### src/rtl/tpu_isa_pkg.sv
// Shared ISA definitions for the TPU front end: opcodes, instruction word layout, fetch states.
// No logic; no latency; no flow control.
// Imported by the fetch stage and anything else that decodes instruction words.
package tpu_isa_pkg;

    localparam logic [5:0] OPC_MATMUL = 6'h10;
    localparam logic [5:0] OPC_SYNC   = 6'h30;
    localparam logic [5:0] OPC_HALT   = 6'h3F;

    typedef struct packed {
        logic [5:0] opc;
        logic [7:0] op_a;
        logic [7:0] op_b;
        logic [7:0] op_c;
        logic [1:0] flags;
    } instr_t;

    typedef enum logic [1:0] {
        FS_IDLE,
        FS_FETCH,
        FS_DRAIN,
        FS_HALTED
    } fetch_state_t;

endpackage

### src/rtl/tpu_sync_fifo.sv
// Generic synchronous FIFO with occupancy count; head word is 0 while empty.
// Latency: a write is visible at the head the cycle after it is written (no fall-through).
// Backpressure: rd_rdy holds the head; writes to a full FIFO are dropped unless a read frees a slot.
module tpu_sync_fifo #(
    parameter int WIDTH = 32,
    parameter int DEPTH = 4
) (
    input  logic                       clk,
    input  logic                       rst,
    input  logic                       clr,
    input  logic                       wr_vld,
    input  logic [WIDTH-1:0]           wr_dat,
    output logic                       rd_vld,
    input  logic                       rd_rdy,
    output logic [WIDTH-1:0]           rd_dat,
    output logic [$clog2(DEPTH):0]     count
);

    localparam int AW    = $clog2(DEPTH);
    localparam int CNT_W = AW + 1;

    logic [WIDTH-1:0] mem [DEPTH];
    logic [AW-1:0]    wr_ptr;
    logic [AW-1:0]    rd_ptr;
    logic             do_wr;
    logic             do_rd;

    assign rd_vld = (count != '0);
    assign do_rd  = rd_vld && rd_rdy;
    assign do_wr  = wr_vld && ((count != CNT_W'(DEPTH)) || do_rd);
    assign rd_dat = rd_vld ? mem[rd_ptr] : '0;

    always_ff @(posedge clk) begin
        if (rst || clr) begin
            wr_ptr <= '0;
            rd_ptr <= '0;
            count  <= '0;
        end else begin
            if (do_wr) begin
                mem[wr_ptr] <= wr_dat;
                wr_ptr      <= wr_ptr + AW'(1);
            end
            if (do_rd) begin
                rd_ptr <= rd_ptr + AW'(1);
            end
            case ({do_wr, do_rd})
                2'b10:   count <= count + CNT_W'(1);
                2'b01:   count <= count - CNT_W'(1);
                default: count <= count;
            endcase
        end
    end

endmodule

### src/rtl/tpu_instr_fetch.sv
// Instruction fetch/issue: streams words from base_addr into a small buffer until a HALT opcode.
// Latency: start in cycle 0 -> imem_en in cycle 1 -> instr_valid in cycle 3; 1 word/cycle sustained.
// Backpressure: reads only issue while buffered + in-flight words fit, so instr_ready stalls lose nothing.
module tpu_instr_fetch #(
    parameter int         ADDR_W     = 10,
    parameter int         FIFO_DEPTH = 4,
    parameter logic [5:0] OPC_HALT   = tpu_isa_pkg::OPC_HALT
) (
    input  logic              clk,
    input  logic              rst,
    input  logic              start,
    input  logic [ADDR_W-1:0] base_addr,
    input  logic              flush,
    output logic              imem_en,
    output logic [ADDR_W-1:0] imem_addr,
    input  logic [31:0]       imem_rdata,
    output logic [31:0]       instr_data,
    output logic              instr_valid,
    input  logic              instr_ready,
    output logic [ADDR_W-1:0] pc,
    output logic              fetch_busy,
    output logic              halted
);

    import tpu_isa_pkg::*;

    localparam int CNT_W = $clog2(FIFO_DEPTH) + 1;

    fetch_state_t     state;
    logic             inflight;
    logic [CNT_W-1:0] fifo_count;
    logic [CNT_W:0]   occupancy;
    instr_t           ret_word;
    logic             ret_live;
    logic             ret_halt;
    logic             ret_push;
    logic             room;

    // A return only matters while still fetching; anything else is a stale read.
    assign ret_word  = instr_t'(imem_rdata);
    assign ret_live  = inflight && (state == FS_FETCH);
    assign ret_halt  = ret_live && (ret_word.opc == OPC_HALT);
    assign ret_push  = ret_live && !ret_halt && !flush;

    assign occupancy = {1'b0, fifo_count} + {{CNT_W{1'b0}}, inflight};
    assign room      = occupancy < (CNT_W + 1)'(FIFO_DEPTH);

    // Suppressing the read in the HALT-return cycle leaves pc at HALT address + 1.
    assign imem_en   = !rst && !flush && (state == FS_FETCH) && !ret_halt && room;
    assign imem_addr = pc;

    assign fetch_busy = (state == FS_FETCH) || (state == FS_DRAIN);
    assign halted     = (state == FS_HALTED);

    always_ff @(posedge clk) begin
        if (rst) begin
            state    <= FS_IDLE;
            pc       <= '0;
            inflight <= 1'b0;
        end else if (flush) begin
            state    <= FS_IDLE;
            inflight <= 1'b0;
        end else begin
            inflight <= imem_en;
            if (imem_en) begin
                pc <= pc + ADDR_W'(1);
            end
            case (state)
                FS_IDLE, FS_HALTED: begin
                    if (start) begin
                        state <= FS_FETCH;
                        pc    <= base_addr;
                    end
                end
                FS_FETCH: begin
                    if (ret_halt) begin
                        state <= FS_DRAIN;
                    end
                end
                FS_DRAIN: begin
                    if (fifo_count == '0) begin
                        state <= FS_HALTED;
                    end
                end
                default: state <= FS_IDLE;
            endcase
        end
    end

    tpu_sync_fifo #(
        .WIDTH (32),
        .DEPTH (FIFO_DEPTH)
    ) u_buf (
        .clk    (clk),
        .rst    (rst),
        .clr    (flush),
        .wr_vld (ret_push),
        .wr_dat (ret_word),
        .rd_vld (instr_valid),
        .rd_rdy (instr_ready),
        .rd_dat (instr_data),
        .count  (fifo_count)
    );

endmodule

### config.mk
export PLATFORM = sky130hd
export DESIGN_NAME = tpu_instr_fetch
export DESIGN_NICKNAME = d
export VERILOG_FILES = /design/src/rtl/tpu_isa_pkg.sv /design/src/rtl/tpu_sync_fifo.sv /design/src/rtl/tpu_instr_fetch.sv
export SDC_FILE = /design/constraint.sdc
export NUM_CORES = 1
export LEC_CHECK = 0
export ABC_AREA = 1
export ABC_CLOCK_PERIOD_IN_PS = 2760
export CORE_ASPECT_RATIO = 1.2
export CORE_MARGIN = 2
export CORE_UTILIZATION = 48
export DETAILED_ROUTE_END_ITERATION = 6
export GPL_ROUTABILITY_DRIVEN = 0
export HOLD_SLACK_MARGIN = 0.12
export PLACE_DENSITY = 0.74
export SYNTH_ARGS = -nofsm -noshare
export SYNTH_HDL_FRONTEND = slang
export SYNTH_SLANG_ARGS = --single-unit
### constraint.sdc
create_clock -name clk -period 2.76 [get_ports clk]
set_input_delay 0.552 -clock clk [delete_from_list [all_inputs] [get_ports clk]]
set_output_delay 0.552 -clock clk [all_outputs]
set_load 0.05 [all_outputs]
==> results.md <==
- Std-Cell Rows: 46
- Setup Skew: around 10 ps
- Die Ht: 132 µm
- Unrepaired setup endpoints after global routing: no
- Final Hold Vio Count: 0
- First-pass GRT wire length: 22,800 µm
- Post-Syn Area per Cell: between 10 and 15 µm²
- Final-report max-slew violation count: 0
- Peak VDD IR: 338 µV
- Die area: between 10,000 and 15,000 µm²
- Area Overhead vs Synth: 33.5%
- Pin count of the biggest net entering global routing: between 40 and 50
- Fin crit period: 2660 ps
- First-pass DRT Iterations: 5
- Reported max-cap violation count: 0
- Worst slew pin tran: 664 ps
- Final HPWL DP: 9090 µm
- Synth Register Bits: 150
- Cts bufs inserted: 17
- R2R cell count: 12
- Pwr dens: between 500 and 600 nW/µm²
- Worst Path Max Fanout: 24
- Crit path launch type: flip-flop
- Tot GR Track Use: 19.5%
- Die Width: around 110 µm
- Initial DRC Count: 319
- Reg2reg setup slack: 520 ps
- Worst stage delay on the critical path: 420 ps
- Pre-CTS setup slack: 32.2 ps
- HP Start: u_buf.rd_ptr[1]
- Core area: 13,200 µm²
- Via count: 4,693
- Vias/cell: 5.19
- H-tree Lvls: 4
- Layout Nets: slightly below 800
- ANT cells: 0
- Syn_nets: 681
- Fin area: 8730 µm²
- I/O Pins: 103
- Critical path arrival: about 2100 ps
- CP endpoint kind: primary output
- CP max-delay cell: dfxtp_4
- Reg2reg start: state[1]
- Vias in the first global route: between 4k and 5k
- Clock Path Buffers: 2
- CP Data Required Time: 2210 ps
- Synth warn: 0
- Dpl cell area: 8090 µm²
- Worst Setup Path Type: flip-flop to primary output
- Fmax: 376 MHz
- Fin crit share: 96.3%
- Leak Pwr: 3.13 nW
- Worst Hold End: u_buf.rd_ptr[1]
- Register area share after synthesis: 65.5%
- Routed Antenna Nets: 0
- Clk root buf: clkbuf_16
- Initial Util: 49.4%
- Status: finished clean
- Cells after Synth: about 620
- Total Power: 5.11 mW
- TritonCTS clock tree: built
- Slew headroom: 55.5%
- Clock transition at path regs: 60 ps
- DRC errors left: 0
- Clock latency on the worst-skew pair: 410 ps
- WHS: 487 ps
- Hold crit path type: flip-flop to flip-flop
- Share of layout cells above drive strength 1: between 10% and 20%
- Cell area after synthesis: 6540 µm²
- DR WL/cell: 15.7 µm
- Global route overflow: 0
- PnR worst setup slack: between 100 and 150 ps
- Final Setup Violations: 0
- Unique masters post-synth: 30
- # hold bufs at CTS: 0
- PortBufs: 102
- Detailed Route WL: 14,200 µm
- Capturing point of the worst reg2reg path: u_buf.count[2]
- Antenna violations before repair: 0
- WHS Path Cells: 2
- # clock sinks: 150
- CP cell instances: inv_2 -> buf_4 -> o21ai_0 -> a21oi_1 -> buf_12
placed cells by master, fill, tap and decap left out, types with 6 or more instances in the layout:
master | synthesis | routed
buf_4 | 11 | 10
buf_12 | 0 | 39
clkbuf_16 | 0 | 17
nand3_1 | 14 | 14
clkdlybuf4s50_1 | 0 | 69
o21ai_1 | 16 | 16
dfxtp_1 | 22 | 21
a21oi_1 | 43 | 42
nand2_1 | 73 | 73
edfxtp_1 | 128 | 128
o21ai_0 | 57 | 57
ha_1 | 9 | 9
clkinvlp_4 | 0 | 6
inv_1 | 29 | 28
nor2_1 | 165 | 161
metal layers:
metal / GRT usage (%) / vias to the layer above / part of all wire (%) / routed length, µm
met1: 22.6 / 2197 / 40 / 5670
met2: 34.9 / 170 / 51 / 7320
met4: 7.50 / 0 / 2.1 / 296
met5: 0 / - / 0 / 0
met3: 4.92 / 25 / 6.7 / 956
li1: - / 2301 / - / -
metrics by stage:
stage          setup TNS, ps  std cells  utilization (%)
6_report                   0        905             65.9
5_1_grt                    0        905             65.9
2_1_floorplan         -27000        624                -
3_3_place_gp               0        869             61.1
4_1_cts                    0        901             65.6
3_5_place_dp               0        869             61.1
power by group:
group,switching (mW),total [mW],internal (mW),leakage (nW)
logic,0.205,0.344,0.140,1.53
registers,0.0262,2.50,2.47,1.33
clock network,0.858,2.27,1.41,0.273
total,1.09,5.11,4.02,3.13
registers in the layout, summed over array words and instances (netlist names), named ones only:
register      count
imem_addr        10
inflight          1
state             2
u_buf.count       3
u_buf.mem       128
u_buf.rd_ptr      2
u_buf.wr_ptr      2
worst max-delay path by stage:
| stage | cells past startpoint | to | slack, ps | start |
|---|---|---|---|---|
| after floorplan | 8 | u_buf.mem[0][0] | -210 | state[1] |
| after global placement | 12 | u_buf.count[2] | 70 | imem_rdata[26] |
| after detailed placement | 12 | u_buf.count[2] | 30 | imem_rdata[26] |
| after CTS | 5 | instr_data[10] | 10 | flip-flop |
| after global routing | 5 | instr_data[2] | 30 | flip-flop |
| final | 5 | instr_data[10] | 100 | flip-flop |
worst max-delay path, delay by kind of cell, from the launching register on:
family	cells	cell delay, ps
buffers and inverters	3	790
flip-flops	1	420
AO/OA/AOI/OAI	2	480
Yosys cell counts, drive strengths merged:
master | number | area (µm²)
clkinv | 1 | 3.75
xor2 | 5 | 43.8
clkbuf | 13 | 48.8
ha | 9 | 113
nor2 | 172 | 696
dfxtp | 22 | 440
or2 | 1 | 6.26
nand4 | 6 | 52.6
o21ai | 73 | 365
a21oi | 43 | 215
edfxtp | 128 | 3840
nand3 | 16 | 105
inv | 32 | 123
nor3 | 1 | 5.00
buf | 25 | 156
nand2 | 76 | 303
fa | 1 | 20.0
cells by family (layout without fill, tap and decap cells):
kind of cell,Yosys count,in the layout,synth area share [%]
simple gates,272,272,17.8
flops,150,150,65.5
compound gates,116,116,8.88
buf+inv,71,184,5.07
fa+ha+maj,10,10,2.03
xor+xnor,5,5,0.670
cell type report:
type | count | area (µm²)
Inverter | 33 | 130
Clock inverter | 14 | 160
Fill cell | 983 | 4510
Timing Repair Buffer | 118 | 1550
Timing Repair inverter | 1 | 7.51
Multi-Input combinational cell | 403 | 1960
Tap cell | 168 | 210
Sequential cell | 150 | 4290
Clock buffer | 18 | 429
repair_timing:
item / CTS / global route
resized for setup: 1 / 3
endpoints found under the setup margin: 1 / 24
cloned: 0 / 1
pin swaps: 0 / 0
setup buffers: 0 / 3
Power figures use the tool's default switching activity.
